===== src/rtl/bpsk_frame_extractor.sv =====
// BPSK frame extractor: after a preamble trigger, skips a fixed beat offset, decimates the I
// stream to one sample per symbol, hard-slices to bits and emits fixed-length AXIS byte frames.
module bpsk_frame_extractor #(
  parameter int C_S00_AXIS_TDATA_WIDTH = 32,
  parameter int SAMPLE_WIDTH           = 16,
  parameter int SAMPLES_PER_SYMBOL     = 16,
  parameter int START_OFFSET           = 8,
  parameter int PAYLOAD_BYTES          = 64
) (
  input  logic                                s00_axis_aclk,
  input  logic                                s00_axis_aresetn,
  input  logic                                s00_axis_tvalid,
  input  logic [C_S00_AXIS_TDATA_WIDTH-1:0]   s00_axis_tdata,
  input  logic                                s00_axis_tlast,
  input  logic [C_S00_AXIS_TDATA_WIDTH/8-1:0] s00_axis_tstrb,
  output logic                                s00_axis_tready,
  input  logic                                trigger,
  output logic                                m00_axis_tvalid,
  output logic [7:0]                          m00_axis_tdata,
  output logic                                m00_axis_tlast,
  input  logic                                m00_axis_tready,
  output logic                                frame_active,
  output logic                                overflow,
  output logic [15:0]                         frame_count
);

  localparam int PhW  = (SAMPLES_PER_SYMBOL > 1) ? $clog2(SAMPLES_PER_SYMBOL) : 1;
  localparam int SkW  = (START_OFFSET > 1) ? $clog2(START_OFFSET) : 1;
  localparam int IdxW = (PAYLOAD_BYTES > 1) ? $clog2(PAYLOAD_BYTES) : 1;

  typedef enum logic [1:0] {StIdle, StSkip, StCollect} state_e;

  state_e          r_state;
  state_e          w_state_next;
  logic [SkW-1:0]  r_skip_cnt;
  logic [PhW-1:0]  r_phase;
  logic [2:0]      r_bit_cnt;
  logic [IdxW-1:0] r_byte_idx;
  logic [7:0]      r_shift;
  logic            r_m_tvalid;
  logic [7:0]      r_m_tdata;
  logic            r_m_tlast;
  logic            r_overflow;
  logic [15:0]     r_frame_count;

  logic       w_start;
  logic       w_sample;
  logic       w_bit;
  logic [7:0] w_byte;
  logic       w_byte_done;
  logic       w_last_byte;
  logic       w_out_free;

  // Only the I sign bit is consumed; the rest of the beat is deliberately ignored.
  logic unused_inputs;
  assign unused_inputs = ^{s00_axis_tlast, s00_axis_tstrb, s00_axis_tdata};

  assign s00_axis_tready = 1'b1;
  assign m00_axis_tvalid = r_m_tvalid;
  assign m00_axis_tdata  = r_m_tdata;
  assign m00_axis_tlast  = r_m_tlast;
  assign overflow        = r_overflow;
  assign frame_count     = r_frame_count;
  assign frame_active    = (r_state != StIdle);

  always_comb begin
    w_start     = (r_state == StIdle) && trigger;
    w_sample    = (r_state == StCollect) && s00_axis_tvalid && (r_phase == '0);
    w_bit       = ~s00_axis_tdata[SAMPLE_WIDTH-1];
    // Shift right so the earliest symbol ends up in bit 0.
    w_byte      = {w_bit, r_shift[7:1]};
    w_byte_done = w_sample && (r_bit_cnt == 3'd7);
    w_last_byte = (int'(r_byte_idx) == PAYLOAD_BYTES - 1);
    w_out_free  = !r_m_tvalid || m00_axis_tready;
  end

  always_comb begin
    w_state_next = r_state;
    unique case (r_state)
      StIdle: begin
        if (trigger) w_state_next = (START_OFFSET > 0) ? StSkip : StCollect;
      end
      StSkip: begin
        if (s00_axis_tvalid && (int'(r_skip_cnt) == START_OFFSET - 1)) w_state_next = StCollect;
      end
      StCollect: begin
        if (w_byte_done && w_last_byte) w_state_next = StIdle;
      end
      default: w_state_next = StIdle;
    endcase
  end

  always_ff @(posedge s00_axis_aclk or negedge s00_axis_aresetn) begin
    if (!s00_axis_aresetn) r_state <= StIdle;
    else                   r_state <= w_state_next;
  end

  always_ff @(posedge s00_axis_aclk or negedge s00_axis_aresetn) begin
    if (!s00_axis_aresetn) begin
      r_skip_cnt    <= '0;
      r_phase       <= '0;
      r_bit_cnt     <= '0;
      r_byte_idx    <= '0;
      r_shift       <= '0;
      r_m_tvalid    <= 1'b0;
      r_m_tdata     <= '0;
      r_m_tlast     <= 1'b0;
      r_overflow    <= 1'b0;
      r_frame_count <= '0;
    end else begin
      if (w_start) begin
        r_frame_count <= r_frame_count + 16'd1;
        r_skip_cnt    <= '0;
        r_phase       <= '0;
        r_bit_cnt     <= '0;
        r_byte_idx    <= '0;
        r_shift       <= '0;
      end
      if ((r_state == StSkip) && s00_axis_tvalid) r_skip_cnt <= r_skip_cnt + 1'b1;
      if ((r_state == StCollect) && s00_axis_tvalid) begin
        r_phase <= (int'(r_phase) == SAMPLES_PER_SYMBOL - 1) ? '0 : r_phase + 1'b1;
      end
      if (w_sample) begin
        r_shift   <= w_byte;
        r_bit_cnt <= r_bit_cnt + 3'd1;
      end
      if (w_byte_done) begin
        r_byte_idx <= w_last_byte ? '0 : r_byte_idx + 1'b1;
        if (w_out_free) begin
          r_m_tvalid <= 1'b1;
          r_m_tdata  <= w_byte;
          r_m_tlast  <= w_last_byte;
        end else begin
          r_overflow <= 1'b1;
        end
      end else if (m00_axis_tready) begin
        r_m_tvalid <= 1'b0;
      end
    end
  end

endmodule


===== config.mk =====
export PLATFORM = sky130hd
export DESIGN_NAME = bpsk_frame_extractor
export DESIGN_NICKNAME = d
export VERILOG_FILES = /design/src/rtl/bpsk_frame_extractor.sv
export SDC_FILE = /design/constraint.sdc
export NUM_CORES = 1
export LEC_CHECK = 0
export CORE_MARGIN = 2
export CORE_UTILIZATION = 30
export CTS_CLUSTER_SIZE = 12
export DETAILED_ROUTE_END_ITERATION = 10
export DONT_BUFFER_PORTS = 1
export PLACE_DENSITY_LB_ADDON = 0.15
export SETUP_SLACK_MARGIN = 0.2
export SLEW_MARGIN = 20
export SYNTH_ARGS = -nofsm -noshare
export SYNTH_HDL_FRONTEND = slang
export SYNTH_SLANG_ARGS = --single-unit

===== constraint.sdc =====
create_clock -name s00_axis_aclk -period 2.1 [get_ports s00_axis_aclk]
set_input_delay 0.21 -clock s00_axis_aclk [delete_from_list [all_inputs] [get_ports s00_axis_aclk]]
set_output_delay 0.21 -clock s00_axis_aclk [all_outputs]
set_load 0.02 [all_outputs]

==> results.sh <==
export IMPL_run_status="finished, final reports clean"
export IMPL_clk_pin_slew_worst_setup_hold_paths_ns=0.09
export IMPL_rsz0062_at_grt="no"
export IMPL_num_antenna_cells=0
export IMPL_wl_um=4480
export IMPL_fmax_mhz=578
export IMPL_finalHoldViolations=0
export IMPL_ratio_of_final_minimum_period_to_clock_period_pct=82.4
export IMPL_critical_path_startpoint_type="flip-flop"
export IMPL_yosys_warnings=0
export IMPL_final_net_count=274
export IMPL_critical_path_class="flip-flop to flip-flop"
export IMPL_crit_path_max_fanout=12
export IMPL_area_growth_syn_to_layout_pct=10.7
export IMPL_globalplace_congestion=0.724
export IMPL_share_of_total_power_in_sequential_cells_pct=59.5
export IMPL_synthDominantAreaCellType="sky130_fd_sc_hd__dfrtp_1"
export IMPL_pwr_share_clk_pct=25.6
export IMPL_final_setup_viol_count=0
export IMPL_timing_max_transition_violations_final=0
export IMPL_setup_tns_final_ns=0
export IMPL_instances_no_fill=327
export IMPL_timing_hold_worst_start="s00_axis_tdata[15]"
export IMPL_first_iter_violations=81
export IMPL_cts_root_buffer_cell="sky130_fd_sc_hd__clkbuf_8"
export IMPL_number_of_synthesized_register_bits=52
export IMPL_grt_first_pass_wirelength_um=7570
export IMPL_initial_utilization_pct=30.9
export IMPL_global_route_usage_total_pct=11.2
export IMPL_finalWorstSetupSlack_ns=0.369
export IMPL_place_port_buffers=0
export IMPL_count_of_distinct_cell_types_in_the_synthesized_netlist=44
export IMPL_area_of_the_mapped_netlist_um2=2380
export IMPL_drv_cap=0
export IMPL_avgRoutedWirePerCell_um=13.7
export IMPL_fillerInstances=777
export IMPL_arrival_ns=1.93
export IMPL_synthArstFlopShare_pct=100
export IMPL_timing_clock_skew_ns=0.00429
export IMPL_critical_path_cell_chain="or3b_1 -> nor2_2 -> nand4_1 -> xnor2_1"
export IMPL_globalRoute_totalOverflow=0
export IMPL_design_die_area_um2=8680
export IMPL_tritoncts_num_buffers=5
export IMPL_dp_slack_ns=0.350
export IMPL_netlist_area_leader_share_pct=54.6
export IMPL_post_route_cell_area_um2=2640
export IMPL_power_share_switching_pct=30.4
export IMPL_peakVddDrop_v=0.000255
export IMPL_coreArea_um2=7730
export IMPL_crit_path_top_delay_cell="sky130_fd_sc_hd__or3b_1"
export IMPL_rr_endpoint="frame_count[11]$_DFFE_PN0P_"
export IMPL_number_of_levels_the_h_tree_was_split_into=2
export IMPL_dr_pass1_iters=4
export IMPL_path_buf_inv=0
export IMPL_total_power_mw=2.23
export IMPL_chipHeight_um=93.2
export IMPL_ioPinCount=71
export IMPL_static_leakage_power_nw=1.25
export IMPL_post_synth_main_area_contributors="sky130_fd_sc_hd__dfrtp_1 55%, sky130_fd_sc_hd__xnor2_1 5.1%, sky130_fd_sc_hd__nand3_1 4.8%"
export IMPL_end_kind="flip-flop"
export IMPL_number_of_antenna_violations_at_the_first_check_in_global_routing=0
export IMPL_total_switching_power_mw=0.679
export IMPL_syn_instance_count=218
export IMPL_number_of_vias_in_the_routed_layout=1580
export IMPL_synthesis_nets=268
export IMPL_final_antenna_net_count=0
export IMPL_critPathRequiredTime_ns=2.30
export IMPL_std_cell_rows=32
export IMPL_fp_dieW_um=93.2
export IMPL_max_stage_delay_ns=0.53
export IMPL_worstHoldPathType="primary input to flip-flop"
export IMPL_placedInstanceArea_um2=2490
export IMPL_ys_flop_type="sky130_fd_sc_hd__dfrtp_1"
export IMPL_min_clock_period_post_route_ns=1.73
export IMPL_grt_start_max_net_pins=53
export IMPL_drive_gt1_share_pct=12.9
export IMPL_clock_sinks=52
export IMPL_regToRegStartpoint="r_state[0]$_DFFE_PN0P_"
export IMPL_cts_tree="yes"
export IMPL_detailed_place_hpwl_um=3050
export IMPL_internal_power_mw=1.55
export IMPL_pwr_density_nw_per_um2=846
export IMPL_reg2reg_slack_ns=0.37
export IMPL_worst_skew_pair_late_latency_ns=0.30
export IMPL_worst_hold_path_cell_count=1
export IMPL_synth_sequential_area_ratio_pct=54.6
export IMPL_cts_max_path_buffers=2
export IMPL_dp_cells=315
export IMPL_timing_hold_worst_endpoint="r_shift[7]$_DFFE_PN0P_"
export IMPL_r2r_worst_path_cells=4
export IMPL_category_of_cells_accounting_for_the_largest_share_of_critical_path_delay="simple AND/OR/NAND/NOR gates"
export IMPL_vias_per_instance=4.83
export IMPL_number_of_synthesized_flops_with_an_enable_pin=0
export IMPL_route_detailed_drc=0
export IMPL_pwr_share_comb_pct=14.8
export IMPL_syn_mean_instance_area_um2=10.9
export IMPL_grt_pass1_vias=1442
==> worst register-to-register path, stage by stage (launching register included) <==
cell,delay [ns]
sky130_fd_sc_hd__dfrtp_1,0.52
sky130_fd_sc_hd__or3b_1,0.53
sky130_fd_sc_hd__nor2_2,0.28
sky130_fd_sc_hd__nand4_1,0.15
sky130_fd_sc_hd__xnor2_1,0.15
==> registers in the layout, indices dropped and copies added (netlist names) <==
name / flops
frame_count: 16
m00_axis_tdata: 8
r_shift: 7
r_byte_idx: 6
r_phase: 4
r_bit_cnt: 3
r_skip_cnt: 3
r_state: 2
m00_axis_tlast: 1
m00_axis_tvalid: 1
overflow: 1
==> cell usage after synthesis, types with 2 or more instances <==
master,n
sky130_fd_sc_hd__nand2_1,30
sky130_fd_sc_hd__nand4_1,5
sky130_fd_sc_hd__xor2_1,2
sky130_fd_sc_hd__nor2_1,10
sky130_fd_sc_hd__a21oi_1,2
sky130_fd_sc_hd__and3_1,3
sky130_fd_sc_hd__nor3_1,2
sky130_fd_sc_hd__buf_2,3
sky130_fd_sc_hd__xnor2_1,14
sky130_fd_sc_hd__a31oi_1,4
sky130_fd_sc_hd__inv_1,6
sky130_fd_sc_hd__a22o_1,7
sky130_fd_sc_hd__mux2_2,9
sky130_fd_sc_hd__dfrtp_1,52
sky130_fd_sc_hd__clkbuf_1,3
sky130_fd_sc_hd__ha_1,8
sky130_fd_sc_hd__nand3_1,23
sky130_fd_sc_hd__a21o_1,2
sky130_fd_sc_hd__o21ai_0,8
==> routing by layer <==
| layer | up-vias | global-route usage (%) | part of all wire (%) |
|---|---|---|---|
| met5 | - | 0 | 0 |
| met4 | 0 | 4.78 | 1.7 |
| met3 | 7 | 4.19 | 7.0 |
| met2 | 37 | 15.5 | 42 |
| met1 | 765 | 15.7 | 49 |
| li1 | 771 | - | - |
==> power groups by stage <==
stage / Clock, mW / Sequential, mW / Combinational [mW]
final: 0.572 / 1.33 / 0.331
after detailed placement: 0 / 1.35 / 0.307
after CTS: 0.608 / 1.33 / 0.338
after floorplan: 0 / 1.32 / 0.267
after global placement: 0 / 1.35 / 0.297
after global routing: 0.645 / 1.36 / 0.390
==> cell usage in the layout, fill, tap and decap left out, drive strengths merged, types with 3 or more instances in the layout <==
cell,count
a22o,7
a31oi,4
and3,3
buf,5
clkbuf,6
dfrtp,52
dlygate4sd3,3
ha,8
inv,6
mux2,9
nand2,31
nand3,23
nand4,5
nor2,11
o21ai,8
xnor2,14
==> repair_timing <==
| action | CTS | global route |
|---|---|---|
| hold buffers | 4 | 0 |
| endpoints found under the setup margin | 0 | 1 |
| hold endpoints to repair | 54 | 0 |
| gates resized for setup | 0 | 1 |
| buffers inserted | 0 | 0 |
==> cell type report <==
type | count | area, um2 | area share, %
clock buffers | 6 | 72.6 | 2.75
clock inverters | 2 | 16.3 | 0.616
inverters | 6 | 22.5 | 0.853
multi-input cells | 151 | 1010 | 38.3
flip-flops and latches | 52 | 1300 | 49.3
well taps | 102 | 128 | 4.83
repair buffers | 8 | 87.6 | 3.32
==> stage by stage <==
step           util (%)  hold WS [ns]
3_3_place_gp       32.3       -0.0845
3_5_place_dp       32.3       -0.0845
2_1_floorplan         -       -0.0856
5_1_grt            34.2        0.0162
6_report           34.2        0.0120
4_1_cts            34.2       0.00307
==> worst max path at each step <==
stage | slack, ns | from | endpoint | depth (start not counted)
after floorplan | 0.41 | r_phase[0]$_DFFE_PN0P_ | r_byte_idx[5]$_DFFE_PN0P_ | 7
after global placement | 0.34 | r_phase[0]$_DFFE_PN0P_ | r_byte_idx[2]$_DFFE_PN0P_ | 6
after detailed placement | 0.35 | r_phase[0]$_DFFE_PN0P_ | r_byte_idx[2]$_DFFE_PN0P_ | 6
after CTS | 0.33 | r_phase[0]$_DFFE_PN0P_ | r_byte_idx[2]$_DFFE_PN0P_ | 6
after global routing | 0.23 | r_bit_cnt[0]$_DFFE_PN0P_ | m00_axis_tdata[1]$_DFFE_PN0P_ | 6
final | 0.37 | r_state[0]$_DFFE_PN0P_ | frame_count[11]$_DFFE_PN0P_ | 4
==> cell families after synthesis <==
group | share of synthesized area, %
AOI/OAI and AO/OA | 7.98
xor gates and xnor gates | 5.88
adders and majority gates | 4.20
buffers and inverters | 2.99
DFF | 54.6
muxes | 4.67
other | 0.157
and+or+nand+nor | 19.6
(Power assumes the default switching activity.)
